File: src/rtl/cache_arbiter_pkg.sv
// cache_defs: definitions shared by the cache arbiter slice.
//   line_size_default - default width of address / data buses
//   state_t           - arbiter FSM states
//   op_t              - latched operation type
//   decode_op()       - maps a requester's strobes to the op it asks for
package cache_defs;

    localparam int line_size_default = 32;

    typedef enum logic [1:0] {
        IDLE   = 2'd0,
        ACTIVE = 2'd1,
        RESP   = 2'd2
    } state_t;

    typedef enum logic {
        OP_READ  = 1'b0,
        OP_WRITE = 1'b1
    } op_t;

    // A request with both strobes set is a write, so only the write strobe
    // decides the op once a request is known to be pending.
    function automatic op_t decode_op(input logic write);
        if (write) begin
            return OP_WRITE;
        end else begin
            return OP_READ;
        end
    endfunction

endpackage

File: src/rtl/cache_arbiter_if.sv
// cache_arbiter_if: one read/write cache-style bus.
//   read, write  - request strobes (master -> slave)
//   address      - request address (master -> slave)
//   writedata    - write data (master -> slave)
//   readdata     - read data (slave -> master)
//   busywait     - stall (slave -> master)
// The CPU-side ports of the arbiter are slaves; the cache-side port is a master.
interface cache_arbiter_if
    import cache_defs::*;
#(
    parameter int line_size = line_size_default
) ();

    logic                 read;
    logic                 write;
    logic [line_size-1:0] address;
    logic [line_size-1:0] writedata;
    logic [line_size-1:0] readdata;
    logic                 busywait;

    modport master (
        output read,
        output write,
        output address,
        output writedata,
        input  readdata,
        input  busywait
    );

    modport slave (
        input  read,
        input  write,
        input  address,
        input  writedata,
        output readdata,
        output busywait
    );

endinterface

File: src/rtl/cache_arbiter_rr_pick2.sv
// rr_pick2: combinational two-way round-robin picker.
//   pending[1:0] - request pending per requester
//   last_grant   - requester that owned the previous transaction
//   grant        - index of the winning requester
//   grant_valid  - at least one request is pending
module rr_pick2 (
    input  logic [1:0] pending,
    input  logic       last_grant,
    output logic       grant,
    output logic       grant_valid
);

    // On a tie the requester that did not win last time gets the grant.
    always_comb begin
        grant       = 1'b0;
        grant_valid = |pending;
        case (pending)
            2'b01:   grant = 1'b0;
            2'b10:   grant = 1'b1;
            2'b11:   grant = ~last_grant;
            default: grant = 1'b0;
        endcase
    end

endmodule

File: src/rtl/cache_arbiter.sv
// cache_arbiter: shares one cache between an instruction-fetch requester (r0)
// and a data requester (r1).
//   clk    - system clock, all state changes on posedge
//   reset  - synchronous, active-high
//   r0, r1 - CPU-side slave ports (read/write/address/writedata in,
//            readdata registered out, busywait combinational out)
//   cache  - master port towards the cache (strobes and latched
//            address/writedata registered out, readdata/busywait in)
// One request is latched at a time and replayed to the cache from the latches,
// so a requester changing its inputs mid-transaction cannot disturb the cache.
module cache_arbiter
    import cache_defs::*;
#(
    parameter int line_size = line_size_default
) (
    input  logic           clk,
    input  logic           reset,
    cache_arbiter_if.slave  r0,
    cache_arbiter_if.slave  r1,
    cache_arbiter_if.master cache
);

    state_t               state_r;
    logic                 owner_r;
    logic                 last_grant_r;
    op_t                  op_r;
    logic                 cache_read_r;
    logic                 cache_write_r;
    logic [line_size-1:0] address_r;
    logic [line_size-1:0] writedata_r;
    logic [line_size-1:0] r0_readdata_r;
    logic [line_size-1:0] r1_readdata_r;

    logic [1:0]           pending_s;
    logic                 grant_s;
    logic                 grant_valid_s;
    logic                 sel_write_s;
    logic [line_size-1:0] sel_address_s;
    logic [line_size-1:0] sel_writedata_s;
    op_t                  sel_op_s;

    assign pending_s = {r1.read | r1.write, r0.read | r0.write};

    rr_pick2 u_pick (
        .pending     (pending_s),
        .last_grant  (last_grant_r),
        .grant       (grant_s),
        .grant_valid (grant_valid_s)
    );

    // Route the granted requester's request towards the latches.
    always_comb begin
        sel_write_s     = 1'b0;
        sel_address_s   = {line_size{1'b0}};
        sel_writedata_s = {line_size{1'b0}};
        if (grant_s) begin
            sel_write_s     = r1.write;
            sel_address_s   = r1.address;
            sel_writedata_s = r1.writedata;
        end else begin
            sel_write_s     = r0.write;
            sel_address_s   = r0.address;
            sel_writedata_s = r0.writedata;
        end
    end

    assign sel_op_s = decode_op(sel_write_s);

    // Arbiter FSM with request latches and registered cache/readdata outputs.
    always_ff @(posedge clk) begin
        if (reset) begin
            state_r       <= IDLE;
            owner_r       <= 1'b0;
            last_grant_r  <= 1'b1;
            op_r          <= OP_READ;
            cache_read_r  <= 1'b0;
            cache_write_r <= 1'b0;
            address_r     <= {line_size{1'b0}};
            writedata_r   <= {line_size{1'b0}};
            r0_readdata_r <= {line_size{1'b0}};
            r1_readdata_r <= {line_size{1'b0}};
        end else begin
            case (state_r)
                IDLE: begin
                    if (grant_valid_s) begin
                        owner_r       <= grant_s;
                        last_grant_r  <= grant_s;
                        op_r          <= sel_op_s;
                        address_r     <= sel_address_s;
                        writedata_r   <= sel_writedata_s;
                        cache_read_r  <= (sel_op_s == OP_READ);
                        cache_write_r <= (sel_op_s == OP_WRITE);
                        state_r       <= ACTIVE;
                    end else begin
                        state_r <= IDLE;
                    end
                end
                ACTIVE: begin
                    if (!cache.busywait) begin
                        cache_read_r  <= 1'b0;
                        cache_write_r <= 1'b0;
                        state_r       <= RESP;
                        // Writes leave the owner's readdata untouched.
                        if (op_r == OP_READ) begin
                            if (owner_r) begin
                                r1_readdata_r <= cache.readdata;
                            end else begin
                                r0_readdata_r <= cache.readdata;
                            end
                        end
                    end else begin
                        state_r <= ACTIVE;
                    end
                end
                RESP: begin
                    state_r <= IDLE;
                end
                default: begin
                    cache_read_r  <= 1'b0;
                    cache_write_r <= 1'b0;
                    state_r       <= IDLE;
                end
            endcase
        end
    end

    assign cache.read      = cache_read_r;
    assign cache.write     = cache_write_r;
    assign cache.address   = address_r;
    assign cache.writedata = writedata_r;

    assign r0.readdata = r0_readdata_r;
    assign r1.readdata = r1_readdata_r;

    // Only the owner is released, and only during its single RESP cycle.
    assign r0.busywait = pending_s[0] & ~((state_r == RESP) & (owner_r == 1'b0));
    assign r1.busywait = pending_s[1] & ~((state_r == RESP) & (owner_r == 1'b1));

endmodule

File: src/flat_wrapper.sv
// flat-port wrapper written by rule: the top's interface ports become plain ports
module cache_arbiter_flat import cache_defs::*;
#(
    parameter int line_size = line_size_default
)
  (clk, reset, r0_read, r0_write, r0_address, r0_writedata, r0_readdata, r0_busywait, r1_read, r1_write, r1_address, r1_writedata, r1_readdata, r1_busywait, cache_read, cache_write, cache_address, cache_writedata, cache_readdata, cache_busywait);
  cache_arbiter_if #(.line_size(line_size)) r0_i ();
  cache_arbiter_if #(.line_size(line_size)) r1_i ();
  cache_arbiter_if #(.line_size(line_size)) cache_i ();
  input  logic clk;
  input  logic reset;
  input wire logic [$bits(r0_i.read)-1:0] r0_read;
  input wire logic [$bits(r0_i.write)-1:0] r0_write;
  input wire logic [$bits(r0_i.address)-1:0] r0_address;
  input wire logic [$bits(r0_i.writedata)-1:0] r0_writedata;
  output wire logic [$bits(r0_i.readdata)-1:0] r0_readdata;
  output wire logic [$bits(r0_i.busywait)-1:0] r0_busywait;
  input wire logic [$bits(r1_i.read)-1:0] r1_read;
  input wire logic [$bits(r1_i.write)-1:0] r1_write;
  input wire logic [$bits(r1_i.address)-1:0] r1_address;
  input wire logic [$bits(r1_i.writedata)-1:0] r1_writedata;
  output wire logic [$bits(r1_i.readdata)-1:0] r1_readdata;
  output wire logic [$bits(r1_i.busywait)-1:0] r1_busywait;
  output wire logic [$bits(cache_i.read)-1:0] cache_read;
  output wire logic [$bits(cache_i.write)-1:0] cache_write;
  output wire logic [$bits(cache_i.address)-1:0] cache_address;
  output wire logic [$bits(cache_i.writedata)-1:0] cache_writedata;
  input wire logic [$bits(cache_i.readdata)-1:0] cache_readdata;
  input wire logic [$bits(cache_i.busywait)-1:0] cache_busywait;
  assign r0_i.read = r0_read;
  assign r0_i.write = r0_write;
  assign r0_i.address = r0_address;
  assign r0_i.writedata = r0_writedata;
  assign r0_readdata = r0_i.readdata;
  assign r0_busywait = r0_i.busywait;
  assign r1_i.read = r1_read;
  assign r1_i.write = r1_write;
  assign r1_i.address = r1_address;
  assign r1_i.writedata = r1_writedata;
  assign r1_readdata = r1_i.readdata;
  assign r1_busywait = r1_i.busywait;
  assign cache_read = cache_i.read;
  assign cache_write = cache_i.write;
  assign cache_address = cache_i.address;
  assign cache_writedata = cache_i.writedata;
  assign cache_i.readdata = cache_readdata;
  assign cache_i.busywait = cache_busywait;
  cache_arbiter #(.line_size(line_size)) u_core (.clk(clk), .reset(reset), .r0(r0_i), .r1(r1_i), .cache(cache_i));
endmodule
File: config.mk
export PLATFORM = sky130hd
export DESIGN_NAME = cache_arbiter_flat
export DESIGN_NICKNAME = d
export VERILOG_FILES = /design/src/rtl/cache_arbiter_pkg.sv /design/src/rtl/cache_arbiter_if.sv /design/src/rtl/cache_arbiter_rr_pick2.sv /design/src/rtl/cache_arbiter.sv /design/src/flat_wrapper.sv
export SDC_FILE = /design/constraint.sdc
export NUM_CORES = 1
export LEC_CHECK = 0
export CAP_MARGIN = 30
export CORE_MARGIN = 2
export CORE_UTILIZATION = 44
export CTS_BUF_LIST = sky130_fd_sc_hd__clkbuf_8
export CTS_CLUSTER_DIAMETER = 80
export DETAILED_ROUTE_END_ITERATION = 10
export PLACE_DENSITY_LB_ADDON = 0.12
export SETUP_SLACK_MARGIN = 0.3
export SLEW_MARGIN = 20
export SYNTH_ARGS = -nofsm -noshare
export SYNTH_HDL_FRONTEND = slang
export SYNTH_HIERARCHICAL = 1
export SYNTH_SLANG_ARGS = --single-unit
File: constraint.sdc
create_clock -name clk -period 3.75 [get_ports clk]
set_input_delay 0.75 -clock clk [delete_from_list [all_inputs] [get_ports clk]]
set_output_delay 0.75 -clock clk [all_outputs]
set_load 0.03 [all_outputs]
==> qor.tcl <==
set qor(r2r-start) {u_core/state_r[0]}
set qor(dpl_cell_area_sq_mm) 0.00886
set qor(synth-seq-cells) 135
set qor(number_of_flops_mapped_to_enable_cells_by_yosys) 0
set qor(layout-drive-gt1-share_pct) 5.15
set qor(reg2reg_setup_slack_ns) 1.96
set qor(power.switching_fraction_pct) 28.8
set qor(relSlewSlack_pct) 47.6
set qor(fmax_mhz) 334
set qor(cp-end-kind) {output port}
set qor(chipWidth_microns) 119
set qor(combined_area_of_all_synthesized_cells_sq_mm) 0.00579
set qor(synth.cells.most_frequent) {dfxtp_1 (135), mux2i_1 (130), nand2b_1 (97)}
set qor(timing_hold_violations_final) 0
set qor(met3WireLength_microns) 1260
set qor(type_of_the_tightest_min_delay_check) {reg2reg}
set qor(track_usage_pct) 23.9
set qor(post-place-cells) 997
set qor(postSynth.asyncResetShare_pct) 0
set qor(wirelength_microns) 16900
set qor(synth.yosys.seq_area_share_pct) 46.7
set qor(min_delay_worst_endpoint) {u_core/cache.read}
set qor(peakVddDrop_mv) 0.238
set qor(maximum_number_of_pins_on_one_net_before_global_route_repair) 98
set qor(run_status) {complete, no violations}
set qor(grt_overflow) 0
set qor(drt.antenna.violating_nets) 0
set qor(dp_hpwl_microns) 12900
set qor(crit_path_max_fanout) 3
set qor(maximum_root_to_sink_buffer_count) 2
set qor(maximum_level_of_the_cts_h_tree) 4
set qor(critical_path_arrival_ns) 2.24
set qor(hold_depth) 2
set qor(fin_area_sq_mm) 0.00923
set qor(synth.net_count) 734
set qor(cts_root_buffer) {clkbuf_8}
set qor(final.fill_count) 957
set qor(antenna-diode-count) 0
set qor(post-synth-top-count-cell) {dfxtp_1}
set qor(routed-via-count) 5076
set qor(reg2reg_to) {u_core/cache.address[14]}
set qor(fp.dieH_microns) 119
set qor(post_synth_inst_count) 567
set qor(dominantRegCellSynth) {dfxtp_1}
set qor(drc) 0
set qor(power-per-cell-area_mw_per_mm2) 405
set qor(final.period_utilization_pct) 79.8
set qor(placement.io_buffers) 298
set qor(clockPowerShare_pct) 29.7
set qor(max_cap_violations) 0
set qor(final_cell_count_no_fill) 1026
set qor(layout.nets) 1011
set qor(vias_in_the_first_global_route) 5326
set qor(met2_wirelength_microns) 8800
set qor(power_frac_comb_pct) 27.2
set qor(netSwitchingPower_mw) 1.08
set qor(core_area_sq_mm) 0.0127
set qor(seq_power_share_pct) 43.1
set qor(drt_first_iter_violations) 285
set qor(top_signal_layer_used) {met4}
set qor(post_cts.resized_instances) 0
set qor(grt_pass1_wl_microns) 26400
set qor(final_max_slew_viol_count) 0
set qor(gpl.final_weighted_congestion) 0.828
set qor(total_die_area_sq_mm) 0.0141
set qor(setup_total_negative_slack_ns) 0
set qor(avgSynthCellArea_sq_um) 10.2
set qor(io_pins) 299
set qor(cts.sinks) 135
set qor(internal-power_mw) 2.66
set qor(grt_setup_unrepaired) {no}
set qor(setup_bufs_post_cts) 0
set qor(synth_warn) 6
set qor(post_cts_hold_buffer_count) 0
set qor(critical_path.startpoint_type) {input port}
set qor(leakagePower_nw) 3.65
set qor(detail_route.vias_per_cell) 4.95
set qor(finalSetupViolCount) 0
set qor(netlist.top_cell.by_area) {dfxtp_1}
set qor(period_minus_slack_ns) 2.99
set qor(floorplan.initialDensity_pct) 45.5
set qor(path_class) {in2out}
set qor(cts_tree) {built}
set qor(route.layer.met1.wl_microns) 6390
set qor(clk_pin_slew_ns) 0.06
set qor(worstHoldStart) {u_core/cache.read}
set qor(synth_cell_type_count) 29
set qor(total_number_of_placement_rows) 41
set qor(cts_made_buffers) 17
set qor(number_of_antenna_violations_at_the_first_check_in_global_routing) 0
set qor(rr_worst_depth) 4
set qor(signed_area_change_from_the_synthesized_netlist_to_the_final_layout_pct) 59.3
set qor(clock_insertion_delay_worst_skew_ns) 0.42
set qor(fin_worst_skew_ns) 0.00849
set qor(synth_top_cell_area_share_pct) 46.7
set qor(worst-slew-pin-transition_ns) 0.787
set qor(detail_route.first_pass.iterations) 4
set qor(drt-wirelength-per-cell_microns) 16.4
set qor(critical_path_required_ns) 3.00
set qor(yosys-top-cells-area) {dfxtp_1 (47%), mux2i_1 (22%), nand2b_1 (10%), a211oi_1 (8.4%), nor2_1 (4.2%)}
-- per-stage QoR --
stage,setup WS [ns],hold WS (ns),power (mW),util [%]
final,0.758,0.467,3.74,72.5
after global routing,0.737,0.492,3.91,72.5
after CTS,0.760,0.470,3.79,72.5
after detailed placement,0.766,0.457,2.66,69.7
after global placement,0.773,0.447,2.64,69.7
after floorplan,1.55,0.438,2.18,-
-- state kept, by name (all words and copies together), names as in the netlist --
register,count
u_core/op_r,1
u_core/r1.readdata,32
u_core/cache.address,32
u_core/cache.writedata,32
u_core/owner_r,1
u_core/last_grant_r,1
u_core/r0.readdata,32
u_core/state_r,2
u_core/cache.write,1
u_core/cache.read,1
-- per-layer routing --
| metal | GRT usage (%) | vias to the layer above |
|---|---|---|
| met5 | 0 | - |
| met4 | 10.4 | 0 |
| met3 | 8.20 | 29 |
| met2 | 43.0 | 195 |
| met1 | 25.0 | 2336 |
| li1 | - | 2516 |
-- layout make-up --
| cell class | instances | area, sq um | share of cell area (%) |
|---|---|---|---|
| well taps | 172 | 215 | 2.33 |
| repair buffers | 306 | 3090 | 33.5 |
| clock buffers | 20 | 275 | 2.98 |
| flip-flops and latches | 135 | 2700 | 29.3 |
| multi-input cells | 380 | 2840 | 30.8 |
| clock inverters | 9 | 88.8 | 0.963 |
| inverters | 4 | 15.0 | 0.163 |
-- cell families after synthesis --
logic type	count (synthesis)	synth area share, %
AO/OA/AOI/OAI	73	9.48
buffers and inverters	52	4.62
flip-flops	135	46.7
multiplexers	130	22.5
AND/OR/NAND/NOR	177	16.8
-- worst max-delay path: stages --
cell,delay [ns]
clkdlybuf4s50_1,0.42
or2_2,0.35
o31a_2,0.13
clkdlybuf4s50_1,0.59
-- power by group through the flow --
stage                     registers, mW  logic [mW]  clock network, mW
after floorplan                    1.83       0.344                  0
after detailed placement           1.64        1.02                  0
final                              1.61        1.02               1.11
after CTS                          1.61        1.02               1.16
after global routing               1.62        1.08               1.20
after global placement             1.63        1.00                  0
-- how the worst max path moves through the flow --
| stage | start | to | slack, ns | cells after the start |
|---|---|---|---|---|
| final | r0_write | r0_busywait | 0.76 | 4 |
| after global placement | r0_write | r0_busywait | 0.77 | 4 |
| after CTS | r0_write | r0_busywait | 0.76 | 4 |
| after floorplan | r0_write | u_core/cache.writedata[10] | 1.55 | 7 |
| after detailed placement | r0_write | r0_busywait | 0.77 | 4 |
| after global routing | r0_write | r0_busywait | 0.74 | 4 |
-- placed cells by master, fill, tap and decap left out, types with 2 or more instances in the layout --
cell type and count:
a211oi_1 65, a21oi_1 2, buf_12 4, buf_4 5, bufinv_16 2, clkbuf_8 20, clkdlybuf4s50_1 297, clkinv_2 2
dfxtp_1 135, inv_1 8, mux2i_1 130, nand2_1 3, nand2b_1 97, nor2_1 65, nor3_1 2, o31a_2 2
or2_2 2
(Power assumes the default switching activity.)
